### src/rtl/pipe_pkg.sv
// Shared types for the pipeline hazard/forwarding logic: operand-select
// encodings, the scoreboard slot record and its producer-match helper.
package pipe_pkg;

  // Widest register index any pipeline variant uses; slot dst is stored at this width.
  localparam int MAX_AW = 8;

  typedef enum logic [1:0] {
    FWD_REG   = 2'd0,
    FWD_EXMEM = 2'd1,
    FWD_WB    = 2'd2
  } fwd_sel_t;

  typedef struct packed {
    logic              valid;
    logic [MAX_AW-1:0] dst;
    logic              wen;
    logic              load;
  } sb_slot_t;

  localparam sb_slot_t NOP_SLOT = '{valid: 1'b0, dst: {MAX_AW{1'b0}}, wen: 1'b0, load: 1'b0};

  // True when the slot produces the value the consumer reads from src.
  // load_only narrows the hit to load producers (value not ready before WB).
  function automatic logic slot_match(input sb_slot_t          slot,
                                      input logic [MAX_AW-1:0] src,
                                      input logic              used,
                                      input logic              zero_hard,
                                      input logic              load_only);
    slot_match = slot.valid && slot.wen && (slot.dst == src) && used &&
                 !(zero_hard && (src == {MAX_AW{1'b0}})) &&
                 (!load_only || slot.load);
  endfunction

endpackage

### src/rtl/hazard_fwd_unit_if.sv
// ID-stage instruction description towards the hazard unit, and the
// pipeline-register controls / operand selects coming back.
interface hazard_fwd_unit_if
  import pipe_pkg::*;
#(
  parameter int REG_AW = 3,
  parameter int CNT_W  = 16
);
  logic              id_valid;
  logic [REG_AW-1:0] id_src1;
  logic [REG_AW-1:0] id_src2;
  logic              id_src1_used;
  logic              id_src2_used;
  logic [REG_AW-1:0] id_dst;
  logic              id_wen;
  logic              id_is_load;
  logic              id_is_branch;
  logic              id_branch_taken;
  logic              stall;
  logic              idex_bubble;
  logic              ifid_flush;
  fwd_sel_t          fwd_ex_sel1;
  fwd_sel_t          fwd_ex_sel2;
  fwd_sel_t          fwd_id_sel1;
  fwd_sel_t          fwd_id_sel2;
  logic [CNT_W-1:0]  stall_cycles;

  modport master (
    output id_valid, id_src1, id_src2, id_src1_used, id_src2_used, id_dst,
           id_wen, id_is_load, id_is_branch, id_branch_taken,
    input  stall, idex_bubble, ifid_flush, fwd_ex_sel1, fwd_ex_sel2,
           fwd_id_sel1, fwd_id_sel2, stall_cycles
  );

  modport slave (
    input  id_valid, id_src1, id_src2, id_src1_used, id_src2_used, id_dst,
           id_wen, id_is_load, id_is_branch, id_branch_taken,
    output stall, idex_bubble, ifid_flush, fwd_ex_sel1, fwd_ex_sel2,
           fwd_id_sel1, fwd_id_sel2, stall_cycles
  );
endinterface

### src/rtl/hazard_scoreboard.sv
// Three-slot (EX/MEM/WB) record of in-flight destinations and the producer
// match bits the hazard unit needs for EX forwarding, ID forwarding and stalls.
module hazard_scoreboard
  import pipe_pkg::*;
#(
  parameter int REG_AW        = 3,
  parameter int ZERO_REG_HARD = 0
) (
  input  logic              clk,
  input  logic              rst,
  input  logic              id_valid,
  input  logic              stall,
  input  logic [REG_AW-1:0] id_src1,
  input  logic [REG_AW-1:0] id_src2,
  input  logic              id_src1_used,
  input  logic              id_src2_used,
  input  logic [REG_AW-1:0] id_dst,
  input  logic              id_wen,
  input  logic              id_is_load,
  output logic [1:0]        ex_mem_hit,   // EX operand i produced by MEM slot
  output logic [1:0]        ex_wb_hit,    // EX operand i produced by WB slot
  output logic              id_ex_any1,   // ID src1 produced by EX slot
  output logic [1:0]        id_ex_ld,     // ID operand i produced by a load in EX
  output logic [1:0]        id_mem_any,   // ID operand i produced by MEM slot
  output logic [1:0]        id_mem_ld,    // ID operand i produced by a load in MEM
  output logic [1:0]        id_wb_hit     // ID operand i produced by WB slot
);

  localparam logic ZH = (ZERO_REG_HARD != 0);

  sb_slot_t          ex_slot_r, mem_slot_r, wb_slot_r, id_slot_s;
  logic [MAX_AW-1:0] ex_src1_r, ex_src2_r, id_src1_x, id_src2_x;
  logic [1:0]        ex_used_r;

  assign id_src1_x = MAX_AW'(id_src1);
  assign id_src2_x = MAX_AW'(id_src2);
  assign id_slot_s = '{valid: 1'b1, dst: MAX_AW'(id_dst), wen: id_wen, load: id_is_load};

  // Advance the slots each cycle; a stalled or empty ID slot enters EX as a bubble.
  always_ff @(posedge clk or posedge rst) begin
    if (rst) begin
      ex_slot_r  <= NOP_SLOT;
      mem_slot_r <= NOP_SLOT;
      wb_slot_r  <= NOP_SLOT;
      ex_src1_r  <= {MAX_AW{1'b0}};
      ex_src2_r  <= {MAX_AW{1'b0}};
      ex_used_r  <= 2'b00;
    end else begin
      wb_slot_r  <= mem_slot_r;
      mem_slot_r <= ex_slot_r;
      if (id_valid && !stall) begin
        ex_slot_r <= id_slot_s;
        ex_src1_r <= id_src1_x;
        ex_src2_r <= id_src2_x;
        ex_used_r <= {id_src2_used, id_src1_used};
      end else begin
        ex_slot_r <= NOP_SLOT;
        ex_src1_r <= {MAX_AW{1'b0}};
        ex_src2_r <= {MAX_AW{1'b0}};
        ex_used_r <= 2'b00;
      end
    end
  end

  assign ex_mem_hit[0] = slot_match(mem_slot_r, ex_src1_r, ex_used_r[0], ZH, 1'b0);
  assign ex_mem_hit[1] = slot_match(mem_slot_r, ex_src2_r, ex_used_r[1], ZH, 1'b0);
  assign ex_wb_hit[0]  = slot_match(wb_slot_r,  ex_src1_r, ex_used_r[0], ZH, 1'b0);
  assign ex_wb_hit[1]  = slot_match(wb_slot_r,  ex_src2_r, ex_used_r[1], ZH, 1'b0);

  assign id_ex_any1    = slot_match(ex_slot_r,  id_src1_x, id_src1_used, ZH, 1'b0);
  assign id_ex_ld[0]   = slot_match(ex_slot_r,  id_src1_x, id_src1_used, ZH, 1'b1);
  assign id_ex_ld[1]   = slot_match(ex_slot_r,  id_src2_x, id_src2_used, ZH, 1'b1);
  assign id_mem_any[0] = slot_match(mem_slot_r, id_src1_x, id_src1_used, ZH, 1'b0);
  assign id_mem_any[1] = slot_match(mem_slot_r, id_src2_x, id_src2_used, ZH, 1'b0);
  assign id_mem_ld[0]  = slot_match(mem_slot_r, id_src1_x, id_src1_used, ZH, 1'b1);
  assign id_mem_ld[1]  = slot_match(mem_slot_r, id_src2_x, id_src2_used, ZH, 1'b1);
  assign id_wb_hit[0]  = slot_match(wb_slot_r,  id_src1_x, id_src1_used, ZH, 1'b0);
  assign id_wb_hit[1]  = slot_match(wb_slot_r,  id_src2_x, id_src2_used, ZH, 1'b0);

endmodule

### src/rtl/hazard_fwd_unit.sv
// Hazard detection and forwarding controller: load-use / branch-compare
// stalls, EX and ID operand forwarding, multi-cycle branch squash and a
// saturating stall-cycle counter.
module hazard_fwd_unit
  import pipe_pkg::*;
#(
  parameter int REG_AW        = 3,
  parameter int FLUSH_CYCLES  = 1,
  parameter int ZERO_REG_HARD = 0,
  parameter int CNT_W         = 16
) (
  input  logic              clk,
  input  logic              rst,
  hazard_fwd_unit_if.slave  bus
);

  // The accepting cycle squashes one fetch itself; the counter covers the rest.
  localparam logic [1:0] FLUSH_RELOAD = 2'(FLUSH_CYCLES - 1);

  logic [1:0]       ex_mem_hit_s, ex_wb_hit_s, id_ex_ld_s, id_mem_any_s, id_mem_ld_s, id_wb_hit_s;
  logic             id_ex_any1_s;
  logic             load_use_s, br_hazard_s, stall_s, accept_s;
  logic [1:0]       flush_cnt_r;
  logic [CNT_W-1:0] stall_cnt_r;
  fwd_sel_t         ex_sel_s [2];
  fwd_sel_t         id_sel_s [2];

  hazard_scoreboard #(.REG_AW(REG_AW), .ZERO_REG_HARD(ZERO_REG_HARD)) u_sb (
    .clk          (clk),
    .rst          (rst),
    .id_valid     (bus.id_valid),
    .stall        (stall_s),
    .id_src1      (bus.id_src1),
    .id_src2      (bus.id_src2),
    .id_src1_used (bus.id_src1_used),
    .id_src2_used (bus.id_src2_used),
    .id_dst       (bus.id_dst),
    .id_wen       (bus.id_wen),
    .id_is_load   (bus.id_is_load),
    .ex_mem_hit   (ex_mem_hit_s),
    .ex_wb_hit    (ex_wb_hit_s),
    .id_ex_any1   (id_ex_any1_s),
    .id_ex_ld     (id_ex_ld_s),
    .id_mem_any   (id_mem_any_s),
    .id_mem_ld    (id_mem_ld_s),
    .id_wb_hit    (id_wb_hit_s)
  );

  // A load result is not ready for the next instruction; a branch compares in ID,
  // so it waits for any EX producer and for a load still in MEM.
  assign load_use_s  = id_ex_ld_s[0] || id_ex_ld_s[1];
  assign br_hazard_s = bus.id_is_branch && (id_ex_any1_s || id_mem_ld_s[0]);
  assign stall_s     = bus.id_valid && (load_use_s || br_hazard_s);
  assign accept_s    = bus.id_valid && bus.id_branch_taken && !stall_s;

  // Operand-mux selects: youngest producer wins in EX; ID takes WB (same-cycle
  // regfile write) or, for branches only, a finished ALU result from MEM.
  always_comb begin
    ex_sel_s[0] = FWD_REG;
    ex_sel_s[1] = FWD_REG;
    id_sel_s[0] = FWD_REG;
    id_sel_s[1] = FWD_REG;
    for (int i = 0; i < 2; i++) begin
      if (ex_mem_hit_s[i]) begin
        ex_sel_s[i] = FWD_EXMEM;
      end else if (ex_wb_hit_s[i]) begin
        ex_sel_s[i] = FWD_WB;
      end else begin
        ex_sel_s[i] = FWD_REG;
      end
      if (id_wb_hit_s[i]) begin
        id_sel_s[i] = FWD_WB;
      end else if (bus.id_is_branch && id_mem_any_s[i] && !id_mem_ld_s[i]) begin
        id_sel_s[i] = FWD_EXMEM;
      end else begin
        id_sel_s[i] = FWD_REG;
      end
    end
  end

  // Remaining squash cycles after an accepted taken branch; a new branch reloads.
  always_ff @(posedge clk or posedge rst) begin
    if (rst) begin
      flush_cnt_r <= 2'd0;
    end else if (accept_s) begin
      flush_cnt_r <= FLUSH_RELOAD;
    end else if (flush_cnt_r != 2'd0) begin
      flush_cnt_r <= flush_cnt_r - 2'd1;
    end else begin
      flush_cnt_r <= flush_cnt_r;
    end
  end

  // Saturating count of cycles spent stalled.
  always_ff @(posedge clk or posedge rst) begin
    if (rst) begin
      stall_cnt_r <= {CNT_W{1'b0}};
    end else if (stall_s && (stall_cnt_r != {CNT_W{1'b1}})) begin
      stall_cnt_r <= stall_cnt_r + CNT_W'(1);
    end else begin
      stall_cnt_r <= stall_cnt_r;
    end
  end

  assign bus.stall        = stall_s;
  assign bus.idex_bubble  = stall_s;
  assign bus.ifid_flush   = accept_s || (flush_cnt_r != 2'd0);
  assign bus.fwd_ex_sel1  = ex_sel_s[0];
  assign bus.fwd_ex_sel2  = ex_sel_s[1];
  assign bus.fwd_id_sel1  = id_sel_s[0];
  assign bus.fwd_id_sel2  = id_sel_s[1];
  assign bus.stall_cycles = stall_cnt_r;

endmodule

### src/flat_wrapper.sv
// flat-port wrapper written by rule: the top's interface ports become plain ports
module hazard_fwd_unit_flat import pipe_pkg::*;
#(
  parameter int REG_AW        = 3,
  parameter int FLUSH_CYCLES  = 1,
  parameter int ZERO_REG_HARD = 0,
  parameter int CNT_W         = 16
)
  (clk, rst, bus_id_valid, bus_id_src1, bus_id_src2, bus_id_src1_used, bus_id_src2_used, bus_id_dst, bus_id_wen, bus_id_is_load, bus_id_is_branch, bus_id_branch_taken, bus_stall, bus_idex_bubble, bus_ifid_flush, bus_fwd_ex_sel1, bus_fwd_ex_sel2, bus_fwd_id_sel1, bus_fwd_id_sel2, bus_stall_cycles);
  hazard_fwd_unit_if #(.REG_AW(REG_AW), .CNT_W(CNT_W)) bus_i ();
  input  logic clk;
  input  logic rst;
  input wire logic [$bits(bus_i.id_valid)-1:0] bus_id_valid;
  input wire logic [$bits(bus_i.id_src1)-1:0] bus_id_src1;
  input wire logic [$bits(bus_i.id_src2)-1:0] bus_id_src2;
  input wire logic [$bits(bus_i.id_src1_used)-1:0] bus_id_src1_used;
  input wire logic [$bits(bus_i.id_src2_used)-1:0] bus_id_src2_used;
  input wire logic [$bits(bus_i.id_dst)-1:0] bus_id_dst;
  input wire logic [$bits(bus_i.id_wen)-1:0] bus_id_wen;
  input wire logic [$bits(bus_i.id_is_load)-1:0] bus_id_is_load;
  input wire logic [$bits(bus_i.id_is_branch)-1:0] bus_id_is_branch;
  input wire logic [$bits(bus_i.id_branch_taken)-1:0] bus_id_branch_taken;
  output wire logic [$bits(bus_i.stall)-1:0] bus_stall;
  output wire logic [$bits(bus_i.idex_bubble)-1:0] bus_idex_bubble;
  output wire logic [$bits(bus_i.ifid_flush)-1:0] bus_ifid_flush;
  output wire logic [$bits(bus_i.fwd_ex_sel1)-1:0] bus_fwd_ex_sel1;
  output wire logic [$bits(bus_i.fwd_ex_sel2)-1:0] bus_fwd_ex_sel2;
  output wire logic [$bits(bus_i.fwd_id_sel1)-1:0] bus_fwd_id_sel1;
  output wire logic [$bits(bus_i.fwd_id_sel2)-1:0] bus_fwd_id_sel2;
  output wire logic [$bits(bus_i.stall_cycles)-1:0] bus_stall_cycles;
  assign bus_i.id_valid = bus_id_valid;
  assign bus_i.id_src1 = bus_id_src1;
  assign bus_i.id_src2 = bus_id_src2;
  assign bus_i.id_src1_used = bus_id_src1_used;
  assign bus_i.id_src2_used = bus_id_src2_used;
  assign bus_i.id_dst = bus_id_dst;
  assign bus_i.id_wen = bus_id_wen;
  assign bus_i.id_is_load = bus_id_is_load;
  assign bus_i.id_is_branch = bus_id_is_branch;
  assign bus_i.id_branch_taken = bus_id_branch_taken;
  assign bus_stall = bus_i.stall;
  assign bus_idex_bubble = bus_i.idex_bubble;
  assign bus_ifid_flush = bus_i.ifid_flush;
  assign bus_fwd_ex_sel1 = bus_i.fwd_ex_sel1;
  assign bus_fwd_ex_sel2 = bus_i.fwd_ex_sel2;
  assign bus_fwd_id_sel1 = bus_i.fwd_id_sel1;
  assign bus_fwd_id_sel2 = bus_i.fwd_id_sel2;
  assign bus_stall_cycles = bus_i.stall_cycles;
  hazard_fwd_unit #(.REG_AW(REG_AW), .FLUSH_CYCLES(FLUSH_CYCLES), .ZERO_REG_HARD(ZERO_REG_HARD), .CNT_W(CNT_W)) u_core (.clk(clk), .rst(rst), .bus(bus_i));
endmodule
### config.mk
export PLATFORM = sky130hd
export DESIGN_NAME = hazard_fwd_unit_flat
export DESIGN_NICKNAME = d
export VERILOG_FILES = /design/src/rtl/pipe_pkg.sv /design/src/rtl/hazard_fwd_unit_if.sv /design/src/rtl/hazard_scoreboard.sv /design/src/rtl/hazard_fwd_unit.sv /design/src/flat_wrapper.sv
export SDC_FILE = /design/constraint.sdc
export NUM_CORES = 1
export LEC_CHECK = 0
export CORE_ASPECT_RATIO = 1.1
export CORE_UTILIZATION = 48
export CTS_CLUSTER_SIZE = 12
export DETAILED_ROUTE_END_ITERATION = 8
export PLACE_DENSITY = 0.77
export SLEW_MARGIN = 20
export SYNTH_ARGS = -nofsm -noshare
export SYNTH_HDL_FRONTEND = slang
export SYNTH_HIERARCHICAL = 1
export SYNTH_SLANG_ARGS = --single-unit
### constraint.sdc
create_clock -name clk -period 4.9 [get_ports clk]
set_clock_uncertainty 0.15 [all_clocks]
set_input_delay 0.735 -clock clk [delete_from_list [all_inputs] [get_ports clk]]
set_output_delay 0.735 -clock clk [all_outputs]
set_load 0.05 [all_outputs]
==> metrics.txt, run 1 <==
status=finished clean; Die ar.=4600 um^2; CP endpoint kind=output port; ANT cells=0; Congestion Overflow GR=0; Clk Latency, worst-skew pair=0.30 ns; setup violators final=0; post-layout net count=254; cts hold-fix bufs=0; met2 usage in global routing=0.344; largest family of logic cells by synthesized area=simple AND/OR/NAND/NOR gates; hold crit path type=reg2reg; vias in the first global route=1480; vias per cell=5.31; initial antenna violation count=0; Layout Cells excl Fill=287; CP bufs+invs=2; post-synth cell types=27; All-Layer GR Usage=0.207; hold path cells=0; register area share after synthesis=0.517; Crit Path Class=in2out; gr busiest metal=met2; Cells after Synth=185; Synth Warn #=6; Yosys reg bits=43; cells on worst reg2reg path=7; DR vias=1525; wire length per cell=15.0 um; initial core utilization=0.513; Mapped Area=2080 um^2; r2r endpoint=u_core/u_sb/ex_src2_r[1]; Total Wirelength=4300 um; Post-Synth Adder-Cell Area=0.0120; highest achievable clock rate=237 MHz; max_cap viols=0; CP Data Required Time=4.01 ns; RSZ-0062 raised after global routing=no; crit share post-route=0.862; Pre-antenna DRT Iters=4; Cells after DPL=279; synthesis-to-layout area growth=29.2%; worst endpoint data arrival time=3.34 ns; fraction of layout cells with a size suffix above 1=0.0894; CTS Buf Count=5; Clk pin slew, worst setup/hold paths=0.08 ns; most frequent cells in the layout=clkdlybuf4s50_1 (44), dfrtp_1 (43), xor2_1 (41); actual slew at the worst max-slew pin=0.949 ns; Hold EP=u_core/u_sb/mem_slot_r[0]; commonest non-fill, non-tap cell in the layout=clkdlybuf4s50_1; Final min period=4.22 ns; largest net degree at the start of global routing=26; Synthesized Nets=205; number of remaining DRC errors=0; drt initial violations=58; M1 GR Usage=0.243; Chip Height=71.1 um; dpl hpwl=3160 um; Worst path max stage delay=0.79 ns; clock root buffer=clkbuf_8; syn avg cell area=11.2 um^2; Simple-Gate Fraction of Synth Area=0.244; post-CTS sizing=0; post-synthesis xor/xnor area fraction=0.189; clock sinks=43; r2r setup slk=2.24 ns; I/O Buffers=44; Max Slew Vio Count=0; hold path start=u_core/u_sb/ex_slot_r[0]; power per cell area=306 nW/um^2; critical path's slowest cell=clkdlybuf4s50_1; Die W=64.8 um; H-tree Lvls=2; CTS tree=yes; area of the core=4050 um^2; global-route wire length before repair=6950 um; CP Launch Type=input pin; largest fanout on the critical path=4; post-route antenna net violation count=0; Setup TNS=0 ns; I/O pin count=45; Hold Vio Cnt, Final=0; Lkg Pwr=1.25 nW; Post-CTS Setup Inserts=0; VDD IR max=343 uV; Worst Setup SP=bus_id_src1[1]; GR met3 Demand/Resource=0.0452; CP Cell Sequence=clkdlybuf4s50_1 -> xor2_1 -> nor4_1 -> o21a_1 -> nor4_1 -> nand2b_1 -> clkdlybuf4s50_1; CP top delay family=buffers and inverters; routability cong.=0.826; Worst R2R Start=u_core/u_sb/mem_slot_r[2]; clk buf depth=2; Synth Area in Compound Gates=0.0156; Site Rows=24; relative slew slack=0.367; mux cell area share after synthesis=0.00541
## cell families after synthesis
kind of cell | Yosys count
compound gates | 4
xor+xnor | 45
flops | 43
mux | 1
fa+ha+maj | 2
simple gates | 83
buf+inv | 7
## sequential cells by signal (all words and copies together) (netlist names)
register	flops
u_core/u_sb/mem_slot_r	6
u_core/u_sb/ex_used_r	2
u_core/u_sb/ex_src1_r	3
u_core/u_sb/ex_slot_r	6
u_core/bus.stall_cycles	16
u_core/u_sb/ex_src2_r	3
u_core/u_sb/wb_slot_r	5
u_core/flush_cnt_r	2
## per-layer routing
layer | routed length [um] | part of all wire
met1 | 1760 | 0.41
met2 | 2140 | 0.50
met3 | 263 | 0.061
met4 | 140 | 0.033
met5 | 0 | 0
## how the worst max path moves through the flow
stage | endpoint | slack [ns] | depth (start not counted)
floorplan | bus_fwd_id_sel1[0] | 0.82 | 3
global placement | bus_ifid_flush | 0.79 | 7
detailed placement | bus_ifid_flush | 0.73 | 7
CTS | bus_ifid_flush | 0.71 | 7
global route | bus_ifid_flush | 0.54 | 7
finish | bus_ifid_flush | 0.68 | 7
## synth_stat cells
cell type	instances	area share
nand4_1	9	0.027
ha_1	2	0.012
xnor2_1	4	0.017
nor2b_1	3	0.0090
xor2_1	41	0.17
dfrtp_1	43	0.52
nor4_1	11	0.033
o21a_1	2	0.0072
a21oi_1	1	0.0024
buf_4	2	0.0072
and3_1	3	0.0090
nand3_1	12	0.029
nor3_2	1	0.0048
or3_4	1	0.0054
and4_1	2	0.0084
and3_2	3	0.011
and2_1	11	0.033
nand2b_1	1	0.0030
nor3_1	5	0.012
nand2_1	7	0.013
or2_0	1	0.0030
o31ai_2	1	0.0060
nor2_1	7	0.013
mux2_2	1	0.0054
and2_2	2	0.0072
nor4_2	4	0.024
inv_1	5	0.0090
## cell type report
cell class | instances | area (um^2)
clock buffer | 6 | 82.6
clock inverter | 2 | 35.0
fill | 334 | 1370
inverter | 5 | 18.8
multi-input combinational | 135 | 971
sequential | 43 | 1080
tap | 52 | 65.1
timing repair buffer | 44 | 440
## power by group
| part | total (mW) | internal (mW) | switching, mW |
|---|---|---|---|
| Clock | 0.284 | 0.165 | 0.119 |
| Sequential | 0.397 | 0.376 | 0.0210 |
| Combinational | 0.141 | 0.0572 | 0.0836 |
| Total | 0.822 | 0.598 | 0.223 |
## stage by stage
| stage | cell area (um^2) | setup slack [ns] | utilization | hold WS [ns] | total power [mW] |
|---|---|---|---|---|---|
| 2_1_floorplan | 2080 | 0.818 | - | 0.224 | 0.492 |
| 3_3_place_gp | 2570 | 0.789 | 0.634 | 0.232 | 0.537 |
| 3_5_place_dp | 2570 | 0.725 | 0.634 | 0.240 | 0.546 |
| 4_1_cts | 2690 | 0.714 | 0.663 | 0.258 | 0.831 |
| 5_1_grt | 2690 | 0.536 | 0.663 | 0.272 | 0.862 |
| 6_report | 2690 | 0.678 | 0.663 | 0.256 | 0.822 |
(Power assumes the default switching activity.)
==> inputs of run 2 (changes only) <==
--- a/config.mk
+++ b/config.mk
@@ -6,10 +6,10 @@
 export NUM_CORES = 1
 export LEC_CHECK = 0
 export CORE_ASPECT_RATIO = 1.1
-export CORE_UTILIZATION = 48
-export CTS_CLUSTER_SIZE = 12
+export CORE_UTILIZATION = 39
+export CTS_CLUSTER_SIZE = 16
 export DETAILED_ROUTE_END_ITERATION = 8
-export PLACE_DENSITY = 0.77
+export PLACE_DENSITY = 0.65
 export SLEW_MARGIN = 20
 export SYNTH_ARGS = -nofsm -noshare
 export SYNTH_HDL_FRONTEND = slang
==> run 2 against run 1 <==
Net effect: design area is 0.61% lower; global-route usage decreased by 3.8 points; non-clock buffer count stayed put; register-to-register slack worse by 0.09 ns; sequential share of layout area is 0.24 points higher; final cell count is 2.1% higher; combinational power about the same; sequential cell count unchanged; highest routed layer unchanged; critical path type unchanged.
==> metrics.txt, run 2 (synthesized netlist as in run 1, its figures left out) <==
dpl hpwl=3200 um; global-route wire length before repair=7300 um; VDD IR max=150 uV; r2r setup slk=2.15 ns; cts hold-fix bufs=0; multi-input logic area=971 um^2; DR vias=1508; relative slew slack=0.395; highest achievable clock rate=240 MHz; Clk Latency, worst-skew pair=0.29 ns; Final min period=4.17 ns; post-CTS sizing=0; CTS Buf Count=5; ANT cells=0; CP top delay family=buffers and inverters; initial antenna violation count=0; hold slack final=0.247 ns; largest fanout on the critical path=4; synthesis-to-layout area growth=28.4%; Layout Cells excl Fill=293; CP Cell Sequence=clkdlybuf4s50_1 -> xor2_1 -> nor4_1 -> o21a_1 -> nor4_1 -> nand2b_1 -> clkdlybuf4s50_1; cells on worst reg2reg path=7; wire length per cell=14.7 um; RSZ-0062 raised after global routing=no; number of fill cells in the layout=460; H-tree Lvls=2; status=finished clean; area of the core=5070 um^2; Pre-antenna DRT Iters=4; number of remaining DRC errors=0; Crit Path Class=in2out; CP Data Required Time=4.01 ns; All-Layer GR Usage=0.169; Lkg Pwr=1.23 nW; drt initial violations=70; CP Launch Type=input pin; hold crit path type=reg2reg; Hold Vio Cnt, Final=0; Total Wirelength=4310 um; Placement Cell Area=2580 um^2; I/O Buffers=44; worst endpoint data arrival time=3.29 ns; Clk pin slew, worst setup/hold paths=0.09 ns; commonest non-fill, non-tap cell in the layout=clkdlybuf4s50_1; Die W=71.6 um; fin util=0.527; fraction of layout cells with a size suffix above 1=0.0894; initial core utilization=0.411; most frequent cells in the layout=clkdlybuf4s50_1 (44), dfrtp_1 (43), xor2_1 (41); hold path cells=0; max_cap viols=0; post-layout total power=0.764 mW; Chip Height=78.6 um; Site Rows=27; setup violators final=0; crit share post-route=0.852; Setup TNS=0 ns; pre-CTS setup slack=0.717 ns; number of flip-flops under the largest register name=16; largest net degree at the start of global routing=26; actual slew at the worst max-slew pin=0.906 ns; Die ar.=5630 um^2; CTS tree=yes; Worst R2R Start=u_core/u_sb/mem_slot_r[3]; Max Slew Vio Count=0; clock sinks=43; r2r endpoint=u_core/u_sb/ex_src2_r[1]; clk buf depth=2; I/O pin count=45; design area=2670 um^2; hold path start=u_core/u_sb/ex_slot_r[0]; clock root buffer=clkbuf_8; power per cell area=286 nW/um^2; setup slack after layout=0.725 ns; critical path's slowest cell=clkdlybuf4s50_1; vias in the first global route=1519; Reg area=1080 um^2; Worst path max stage delay=0.79 ns; post-layout net count=254; routability cong.=0.787; Post-CTS Setup Inserts=0; Cells after DPL=285; Hold EP=u_core/u_sb/mem_slot_r[0]; vias per cell=5.15; post-route antenna net violation count=0; CP bufs+invs=2; Congestion Overflow GR=0; CP endpoint kind=output port
## run 2: cell count changes in the layout (fill, tap and decap cells not counted), sizes merged
cell      delta
bufinv       -1
clkbuf       -1
clkinv       +1
clkinvlp     +1
## run 2: cell type report
| class | instances | share of cell area |
|---|---|---|
| tap | 58 | 0.0272 |
| clock inverter | 3 | 0.00936 |
| inverter | 5 | 0.00702 |
| timing repair buffer | 44 | 0.165 |
| multi-input combinational | 135 | 0.363 |
| clock buffer | 5 | 0.0257 |
| sequential | 43 | 0.403 |
## run 2: report_power, final
group	switching [mW]	internal, mW
combinational	0.0814	0.0570
sequential	0.0213	0.376
clock	0.126	0.102
total	0.229	0.535
## run 2: worst max path at each step
stage / start / to / cells past startpoint
after global routing: bus_id_src1[1] / bus_ifid_flush / 7
after global placement: bus_id_src1[0] / bus_ifid_flush / 7
after CTS: bus_id_src1[0] / bus_ifid_flush / 7
final: bus_id_src1[0] / bus_ifid_flush / 7
after detailed placement: bus_id_src1[0] / bus_ifid_flush / 7
after floorplan: bus_id_src1[2] / bus_fwd_id_sel1[0] / 3
## run 2: routing by layer
| layer | GRT usage | up-vias | share of wire |
|---|---|---|---|
| met2 | 0.278 | 49 | 0.48 |
| met5 | 0 | - | 0 |
| met4 | 0.0667 | 0 | 0.021 |
| met1 | 0.215 | 714 | 0.44 |
| li1 | - | 739 | - |
| met3 | 0.0359 | 6 | 0.063 |
## run 2: worst register-to-register path, stage by stage (launching register included)
cell,delay [ns]
dfrtp_1,0.51
xor2_1,0.22
nor4_1,0.10
o21a_1,0.22
o31ai_2,0.43
inv_1,0.16
nor2b_1,0.64
and2_2,0.25
